[config.mk]
export PLATFORM = sky130hd
export DESIGN_NAME = mem_arbiter
export DESIGN_NICKNAME = d
export VERILOG_FILES = /design/src/rtl/mem_arbiter_pkg.sv /design/src/rtl/mem_arbiter_req_slot.sv /design/src/rtl/mem_arbiter.sv
export SDC_FILE = /design/constraint.sdc
export NUM_CORES = 1
export LEC_CHECK = 0
export CAP_MARGIN = 20
export CORE_ASPECT_RATIO = 1.5
export CORE_MARGIN = 2
export CORE_UTILIZATION = 25
export DETAILED_ROUTE_END_ITERATION = 10
export GPL_ROUTABILITY_DRIVEN = 0
export GPL_TIMING_DRIVEN = 0
export HOLD_SLACK_MARGIN = 0.12
export SYNTH_ARGS = -nofsm -noshare
export SYNTH_HDL_FRONTEND = slang
export SYNTH_SLANG_ARGS = --single-unit
[constraint.sdc]
create_clock -name clk -period 2.15 [get_ports clk]
set_input_delay 0.3225 -clock clk [delete_from_list [all_inputs] [get_ports clk]]
set_output_delay 0.3225 -clock clk [all_outputs]
set_load 0.005 [all_outputs]
[src/rtl/mem_arbiter_pkg.sv]
// Shared types for the instruction/data memory arbiter.
package rv32i_types;

  typedef enum logic [1:0] {
    IDLE    = 2'd0,
    SERVE_I = 2'd1,
    SERVE_D = 2'd2
  } arb_state_t;

  typedef struct packed {
    logic [31:0] addr;
    logic [3:0]  rmask;
    logic [3:0]  wmask;
    logic [31:0] wdata;
  } mem_req_t;

  localparam int NUM_REQ = 2;
  localparam int REQ_I   = 0;
  localparam int REQ_D   = 1;

endpackage

[src/rtl/mem_arbiter_req_slot.sv]
// One-entry request holding register: captures a request pulse, clears on
// completion, and exposes the post-edge contents so a grant can bypass it.
module req_slot
  import rv32i_types::*;
(
  input  logic     clk,
  input  logic     rst,
  input  logic     pulse,
  input  mem_req_t pulse_req,
  input  logic     clr,
  output logic     nxt_full,
  output mem_req_t nxt_req,
  output logic     drop
);

  logic     full;
  mem_req_t req;

  // A pulse landing on the completion edge refills the freed entry.
  assign drop = pulse && full && !clr;

  always_comb begin
    nxt_full = full;
    nxt_req  = req;
    if (clr) begin
      nxt_full = 1'b0;
      nxt_req  = '0;
    end
    if (pulse && !drop) begin
      nxt_full = 1'b1;
      nxt_req  = pulse_req;
    end
  end

  always_ff @(posedge clk or negedge rst) begin
    if (!rst) begin
      full <= 1'b0;
      req  <= '0;
    end else begin
      full <= nxt_full;
      req  <= nxt_req;
    end
  end

endmodule

[src/rtl/mem_arbiter.sv]
// Two-requester (fetch, load/store) arbiter onto a single memory port with
// back-to-back grants and a sticky protocol-violation flag.
module mem_arbiter
  import rv32i_types::*;
#(
  parameter bit D_PRIO = 1'b1
) (
  input  logic        clk,
  input  logic        rst,
  input  logic [31:0] imem_addr,
  input  logic [3:0]  imem_rmask,
  output logic [31:0] imem_rdata,
  output logic        imem_resp,
  input  logic [31:0] dmem_addr,
  input  logic [3:0]  dmem_rmask,
  input  logic [3:0]  dmem_wmask,
  input  logic [31:0] dmem_wdata,
  output logic [31:0] dmem_rdata,
  output logic        dmem_resp,
  output logic [31:0] mem_addr,
  output logic [3:0]  mem_rmask,
  output logic [3:0]  mem_wmask,
  output logic [31:0] mem_wdata,
  input  logic [31:0] mem_rdata,
  input  logic        mem_resp,
  output logic        err
);

  arb_state_t                state, state_nxt;
  mem_req_t                  mem_q;
  mem_req_t [NUM_REQ-1:0]    pulse_req, nxt_req;
  logic     [NUM_REQ-1:0]    pulse, clr, nxt_full, drop;
  logic                      d_both;

  assign pulse[REQ_I] = |imem_rmask;
  assign pulse[REQ_D] = (|dmem_rmask) || (|dmem_wmask);
  assign d_both       = (|dmem_rmask) && (|dmem_wmask);

  assign pulse_req[REQ_I] = '{addr: imem_addr, rmask: imem_rmask, wmask: 4'h0, wdata: 32'h0};
  // A read+write pulse is demoted to a pure write.
  assign pulse_req[REQ_D] = '{addr: dmem_addr, rmask: (|dmem_wmask) ? 4'h0 : dmem_rmask,
                              wmask: dmem_wmask, wdata: dmem_wdata};

  assign clr[REQ_I] = (state == SERVE_I) && mem_resp;
  assign clr[REQ_D] = (state == SERVE_D) && mem_resp;

  for (genvar g = 0; g < NUM_REQ; g++) begin : g_slot
    req_slot u_slot (
      .clk       (clk),
      .rst       (rst),
      .pulse     (pulse[g]),
      .pulse_req (pulse_req[g]),
      .clr       (clr[g]),
      .nxt_full  (nxt_full[g]),
      .nxt_req   (nxt_req[g]),
      .drop      (drop[g])
    );
  end

  always_comb begin
    state_nxt = state;
    case (state)
      IDLE: begin
        if (nxt_full[REQ_D] && (D_PRIO || !nxt_full[REQ_I])) state_nxt = SERVE_D;
        else if (nxt_full[REQ_I])                             state_nxt = SERVE_I;
      end
      SERVE_I: if (mem_resp) state_nxt = nxt_full[REQ_D] ? SERVE_D : IDLE;
      SERVE_D: if (mem_resp) state_nxt = nxt_full[REQ_I] ? SERVE_I : IDLE;
      default: state_nxt = IDLE;
    endcase
  end

  // Memory-port register is only reloaded on a grant change, so it holds
  // steady for the whole transaction.
  always_ff @(posedge clk or negedge rst) begin
    if (!rst) begin
      state <= IDLE;
      mem_q <= '0;
      err   <= 1'b0;
    end else begin
      state <= state_nxt;
      if (state_nxt != state) begin
        case (state_nxt)
          SERVE_I: mem_q <= nxt_req[REQ_I];
          SERVE_D: mem_q <= nxt_req[REQ_D];
          default: mem_q <= '0;
        endcase
      end
      if ((|drop) || d_both) err <= 1'b1;
    end
  end

  assign mem_addr  = mem_q.addr;
  assign mem_rmask = mem_q.rmask;
  assign mem_wmask = mem_q.wmask;
  assign mem_wdata = mem_q.wdata;

  assign imem_resp  = clr[REQ_I];
  assign dmem_resp  = clr[REQ_D];
  assign imem_rdata = imem_resp ? mem_rdata : 32'h0;
  assign dmem_rdata = (dmem_resp && (|mem_q.rmask)) ? mem_rdata : 32'h0;

endmodule
# --- Yosys cells after proc, flatten, opt, wreduce, memory -nomap -nowiden ---
# Cells that the tools add are included.
classes:
  eq_ne: 5
  muxes: 19
  n_reduce_logical: 22
ops:
  columns: ["op", "n"]
  rows:
  - ["2-to-1 mux 72 bit", 4]
  - ["case mux 72 bit (2 select lines)", 1]
  - ["2-to-1 mux 32 bit", 2]
  - ["OR reduction 4 bit", 4]
  - ["logical AND 1 bit", 10]
  - ["2-to-1 mux 2 bit", 5]
  - ["case mux 2 bit (3 select lines)", 1]
  - ["2-to-1 mux 1 bit", 5]
  - ["equality test 2 x 1 -> 1 bit, second input constant", 2]
  - ["equality test 2 bit, second input constant", 2]
  - ["zero test 1 bit", 4]
  - ["2-to-1 mux 4 bit", 1]
  - ["zero test 2 bit", 1]
  - ["logical OR 1 bit", 2]
  - ["inequality test 2 bit", 1]
  - ["OR reduction 2 bit", 1]
word_totals:
  ff_bits: 221
  elab_cells: 62
  inputBits: 143

# --- Depth between registers and ports, before layout ---
depth:
  word_depth: 12
  depth_mapped: 13
  ltp_nobuf: 11

# --- Cells and area by module ---
# From an unflattened synthesis, not the netlist that was laid out.
hier_totals:
  cells_unflattened: 1072
  area_unflattened_um2: 12288.0
by_module_without_submodules:
  columns: ["module", "instances", "cells_each", "area_per_inst_um2"]
  rows:
  - ["req_slot", 2, 325, 3870.0]
  - ["mem_arbiter", 1, 422, 4548.1]

# --- Worst setup path after synthesis ---
# Ideal clock, no wire load.
synth_path:
  kind: "input to register"
  startpoint: "input dmem_wmask[0]"
  endpoint: "register mem_q (netlist bit mem_wdata[13])"
  path_slack_ps: -535
  t_arrival_ps: 2564
  required_ps: 2029
  path_stages: 12
  cell_sequence: "nor4_4 > nand3_1 > a21boi_0 > o32a_1 > ha_1 > and2_1 > clkbuf_1 > buf_2 > clkbuf_1 > nand3_1 > nand3_1 > a22o_1"
synth_via:
  elab_chain_cells: 12
  elab_cells_between_ends: 16
  cone_classes: "eq/ne: 3; mux: 7; reduce/logical: 6"
synth_rtl:
  columns: ["element", "line", "text"]
  rows:
  - ["from (decl)", "mem_arbiter.sv:16", "input logic [3:0] dmem_wmask,"]
  - ["OR reduction 4 bit *", "mem_arbiter.sv:36", "assign pulse[REQ_D] = (|dmem_rmask) || (|dmem_wmask);"]
  - ["logical OR 1 bit *", "mem_arbiter.sv:36", null]
  - ["logical AND 1 bit (2 in a row)", "mem_arbiter_req_slot.sv:20", "assign drop = pulse && full && !clr;"]
  - ["zero test 1 bit", "mem_arbiter_req_slot.sv:29", "if (pulse && !drop) begin"]
  - ["logical AND 1 bit *", "mem_arbiter_req_slot.sv:29", null]
  - ["2-to-1 mux 1 bit", "mem_arbiter_req_slot.sv:29", null]
  - ["2-to-1 mux 2 bit (2 in a row)", "mem_arbiter.sv:67", "SERVE_I: if (mem_resp) state_nxt = nxt_full[REQ_D] ? SERVE_D : IDLE;"]
  - ["case mux 2 bit (3 select lines)", "mem_arbiter.sv:62", "case (state)"]
  - ["equality test 2 bit / equality test 2 x 1 -> 1 bit (equally long branches)", "mem_arbiter.sv:83", "case (state_nxt)"]
  - ["case mux 72 bit (2 select lines)", "mem_arbiter.sv:83", null]
  - ["to (signal assigned)", "mem_arbiter.sv:84", "SERVE_I: mem_q <= nxt_req[REQ_I];"]
  - ["to (signal assigned)", "mem_arbiter.sv:85", "SERVE_D: mem_q <= nxt_req[REQ_D];"]
  - ["to (decl)", "mem_arbiter.sv:30", "mem_req_t mem_q;"]
# Every way passes the cells marked *; elsewhere a longest branch is shown, timed or not.
# A chain may end at the register's enable or synchronous reset.

# --- Worst setup path after layout ---
layout_path:
  startpoint: "register state[1]"
  endpoint: "register mem_q (netlist bit mem_addr[20])"
layout_via:
  elab_chain_cells: 12
  elab_cells_between_ends: 32
  cone_classes: "eq/ne: 5; mux: 16; reduce/logical: 11"
layout_rtl:
  columns: ["element", "line", "text"]
  rows:
  - ["from (decl)", "mem_arbiter.sv:29", "arb_state_t state, state_nxt;"]
  - ["from (signal assigned)", "mem_arbiter.sv:81", "state <= state_nxt;"]
  - ["equality test 2 x 1 -> 1 bit / equality test 2 bit (equally long branches)", "mem_arbiter.sv:44, mem_arbiter.sv:62, mem_arbiter.sv:45", null]
  - ["logical AND 1 bit, on equally long branches", "mem_arbiter.sv:44, mem_arbiter.sv:45", null]
  - ["zero test 1 bit", "mem_arbiter_req_slot.sv:20", null]
  - ["logical AND 1 bit", "mem_arbiter_req_slot.sv:20", null]
  - ["zero test 1 bit", "mem_arbiter_req_slot.sv:29", null]
  - ["logical AND 1 bit", "mem_arbiter_req_slot.sv:29", null]
  - ["2-to-1 mux 1 bit", "mem_arbiter_req_slot.sv:29", null]
  - ["2-to-1 mux 1 bit (tied with other cells)", "mem_arbiter.sv:68", "SERVE_D: if (mem_resp) state_nxt = nxt_full[REQ_I] ? SERVE_I : IDLE;"]
  - ["2-to-1 mux 2 bit, on equally long branches", "mem_arbiter.sv:68, mem_arbiter.sv:64, mem_arbiter.sv:67", null]
  - ["case mux 2 bit (3 select lines)", "mem_arbiter.sv:62", null]
  - ["equality test 2 bit / equality test 2 x 1 -> 1 bit (equally long branches)", "mem_arbiter.sv:83", null]
  - ["case mux 72 bit (2 select lines)", "mem_arbiter.sv:83", null]
# Parallel ways exist; a longest one is shown, timed or not.

==> metrics.txt <==
# TYPE chip_impl_metric gauge
chip_impl_info{name="crit_type",value="flop to flop"} 1
chip_impl_metric{name="total_half_perimeter_wirelength_after_legalization_and_detailed_placement",unit="µm"} 27600
chip_impl_metric{name="peakVddDrop",unit="mV"} 0.540
chip_impl_metric{name="routed_via_density",unit=""} 4.89
chip_impl_metric{name="finClkSkew",unit="ns"} 0.0110
chip_impl_metric{name="tightestPinTransition",unit="ns"} 0.555
chip_impl_info{name="violations",value="negative setup slack"} 1
chip_impl_metric{name="filler_cell_count",unit=""} 3877
chip_impl_info{name="classification_of_the_worst_slack_hold_path",value="input port to flop"} 1
chip_impl_info{name="synth-main-ff-cell",value="dfrtp_1"} 1
chip_impl_metric{name="synth-edff-count",unit=""} 0
chip_impl_metric{name="postSynthNetCount",unit=""} 1218
chip_impl_metric{name="post-route-period-util",unit="%"} 112
chip_impl_info{name="cp-end-kind",value="flop"} 1
chip_impl_metric{name="nets",unit=""} 1604
chip_impl_metric{name="finalMaxSlewViolations",unit=""} 0
chip_impl_metric{name="clkLatencyLatePin",unit="ns"} 0.53
chip_impl_metric{name="floorplan.io_pins",unit=""} 282
chip_impl_metric{name="dieArea",unit="µm²"} 42500
chip_impl_metric{name="setup_slack",unit="ns"} -0.254
chip_impl_metric{name="cts_sink_cnt",unit=""} 221
chip_impl_metric{name="arrival_time_reported_for_the_critical_path_endpoint",unit="ns"} 2.82
chip_impl_metric{name="async_reset_ff_share",unit="%"} 100
chip_impl_metric{name="synthDistinctLibCells",unit=""} 36
chip_impl_metric{name="htreeDepth",unit=""} 1
chip_impl_metric{name="start_util",unit="%"} 25.4
chip_impl_metric{name="ys_ff_latch",unit=""} 221
chip_impl_metric{name="layout.cell_area.non_filler",unit="µm²"} 16700
chip_impl_metric{name="hold_viol_final",unit=""} 0
chip_impl_metric{name="timing.final.setup_violations",unit=""} 131
chip_impl_metric{name="ctsLongestPathBuffers",unit=""} 3
chip_impl_metric{name="power_density",unit="nW/µm²"} 893
chip_impl_metric{name="cap_violations",unit=""} 0
chip_impl_metric{name="route.vias.total",unit=""} 9692
chip_impl_metric{name="critical_path.max_fanout",unit=""} 5
chip_impl_metric{name="grt_pass1_wl",unit="µm"} 61000
chip_impl_metric{name="postSynthAreaPerCell",unit="µm²"} 9.50
chip_impl_metric{name="grt_pass1_vias",unit=""} 10300
chip_impl_info{name="status",value="complete, but fails checks"} 1
chip_impl_metric{name="fin_total_pwr",unit="mW"} 14.9
chip_impl_metric{name="die_h",unit="µm"} 251
chip_impl_metric{name="num_rows",unit=""} 90
chip_impl_metric{name="grt_start_max_net_pins",unit=""} 88
chip_impl_info{name="crit_path_start_kind",value="flop"} 1
chip_impl_metric{name="finalSetupTns",unit="ns"} -20.02
chip_impl_metric{name="postPlaceCellArea",unit="µm²"} 13900
chip_impl_metric{name="hold_slack",unit="ns"} 0.206
chip_impl_metric{name="achievable-frequency",unit="MHz"} 416
chip_impl_metric{name="hold_path_depth",unit=""} 2
chip_impl_metric{name="timing.slew.headroom",unit="%"} 62.6
chip_impl_metric{name="syn_area",unit="µm²"} 10200
chip_impl_metric{name="cts_made_buffers",unit=""} 24
chip_impl_info{name="clk_root_buffer_cell",value="clkbuf_16"} 1
chip_impl_metric{name="dieWidth",unit="µm"} 169
chip_impl_metric{name="grt_use_total",unit="%"} 18.5
chip_impl_metric{name="route.detailed.drc",unit=""} 0
chip_impl_metric{name="totalWireLength",unit="µm"} 40100
chip_impl_metric{name="initialDrtViolationCount",unit=""} 507
chip_impl_metric{name="route.detailed.wl_per_inst",unit="µm"} 20.3
chip_impl_metric{name="core_region_area",unit="µm²"} 40200
chip_impl_metric{name="port_buffers",unit=""} 281
chip_impl_metric{name="antenna_violating_nets_post_route",unit=""} 0
chip_impl_metric{name="worst-r2r-cell-count",unit=""} 11
chip_impl_metric{name="synth_seq_area_share",unit="%"} 54.2
chip_impl_metric{name="syn-instance-count",unit=""} 1073
chip_impl_metric{name="drt_pre_antenna_iters",unit=""} 4
chip_impl_info{name="layout_commonest_cell",value="dfrtp_1"} 1
chip_impl_metric{name="syn_to_final_growth",unit="%"} 64.0
chip_impl_info{name="final_cell_mix",value="dfrtp_1 (219), clkdlybuf4s50_1 (202), nand2_1 (182)"} 1
chip_impl_info{name="tritoncts",value="built"} 1
chip_impl_metric{name="clk_pin_slew",unit="ns"} 0.06
chip_impl_metric{name="worst_ep_required_time",unit="ns"} 2.57
chip_impl_metric{name="number_of_warning_messages_in_the_yosys_log",unit=""} 0
chip_impl_info{name="unrepaired_setup_endpoints_after_global_routing",value="yes"} 1
chip_impl_metric{name="diodes",unit=""} 0
chip_impl_metric{name="final_layout_size_suffix_gt1_share",unit="%"} 32.8
chip_impl_metric{name="power_leakage",unit="nW"} 7.88
chip_impl_metric{name="antenna_found_initial",unit=""} 5
chip_impl_metric{name="dp_slack",unit="ns"} -1.66
chip_impl_metric{name="finalCriticalPeriod",unit="ns"} 2.40
chip_impl_metric{name="globalRouteOverflowTotal",unit=""} 0
-- stage by stage --
stage                     std cells  utilization, %
after floorplan                1073               -
after CTS                      1974            40.5
after global routing           1980            41.6
final                          1980            41.6
after global placement         1860            34.5
after detailed placement       1862            34.7
-- flip-flops by register name (all words and copies together), names as in the netlist --
name                count
g_slot.u_slot.req     144
mem_addr               32
mem_wdata              32
mem_rmask               4
g_slot.u_slot.full      2
mem_wmask               4
err                     1
state                   2
-- area by class of cell --
| cell class | count | area, µm² | share of cell area, % |
|---|---|---|---|
| sequential | 221 | 5530 | 33.1 |
| multi-input combinational | 748 | 5180 | 31.0 |
| timing repair buffer | 362 | 3650 | 21.8 |
| buffer | 95 | 893 | 5.34 |
| clock buffer | 36 | 737 | 4.41 |
| tap | 506 | 633 | 3.79 |
| clock inverter | 5 | 60.1 | 0.359 |
| inverter | 7 | 36.3 | 0.217 |
-- cell families after synthesis --
group,after synthesis,share of synthesized area [%]
and+or+nand+nor,580,28.6
DFF,221,54.2
AOI/OAI and AO/OA,163,12.1
buffers and inverters,105,4.66
adders and majority gates,3,0.343
xor gates and xnor gates,1,0.0859
-- cell usage after synthesis (4+ instances only) --
cell | instances | area [µm²]
buf_4 | 12 | 90.1
a22o_1 | 72 | 631
and3_1 | 64 | 400
nand2_1 | 182 | 683
nor2_1 | 4 | 15.0
a32o_1 | 4 | 40.0
inv_1 | 7 | 26.3
a221oi_1 | 4 | 35.0
and2_1 | 102 | 638
buf_2 | 29 | 145
clkbuf_1 | 44 | 165
o21ai_1 | 37 | 185
nand3_1 | 217 | 1090
buf_1 | 13 | 48.8
a211oi_1 | 33 | 248
o21ai_0 | 5 | 25.0
dfrtp_1 | 221 | 5530
-- routing by layer --
layer | GRT usage [%] | part of all wire (%)
met5 | 0 | 0.12
met4 | 5.57 | 3.0
met1 | 22.3 | 40
met3 | 2.13 | 3.5
met2 | 34.2 | 53
-- power by group --
part,switching (mW),leakage (nW),internal [mW]
logic,2.54,4.56,2.63
registers,0.474,2.92,5.06
clock network,1.74,0.390,2.48
total,4.76,7.88,10.2
-- path summary, 6_finish.rpt --
| kind | from | to | slack, ns |
|---|---|---|---|
| max | state[1] | mem_addr[20] | -0.25 |
| min | imem_rmask[1] | g_slot[0].u_slot.req[37] | 0.21 |
| max reg2reg | state[1] | mem_addr[20] | -0.25 |
| min reg2reg | mem_addr[13] | mem_addr[13] | 0.48 |
| max in group asynchronous | rst | g_slot[1].u_slot.req[44] | 0.99 |
| min in group asynchronous | rst | mem_wdata[24] | 0.33 |
-- repair_timing --
action | in CTS | in global routing
setup endpoints to repair | 278 | 237
gates cloned | 15 | 2
gates resized for setup | 562 | 153
pin swaps | 76 | 25
setup buffers | 57 | 11
hold buffers | 1 | 0
hold endpoints to repair | 58 | 0
-- worst max-delay path, stage by stage (launching register included) --
cell and delay, ns:
dfrtp_2 0.44, nor2_1 0.09, nand3_1 0.10, a21boi_2 0.19, o32a_1 0.34, ha_4 0.19, buf_12 0.13, and2_4 0.21
buf_8 0.14, and3_4 0.14, a211oi_2 0.22, o21ai_1 0.09
(Power assumes the default switching activity.)
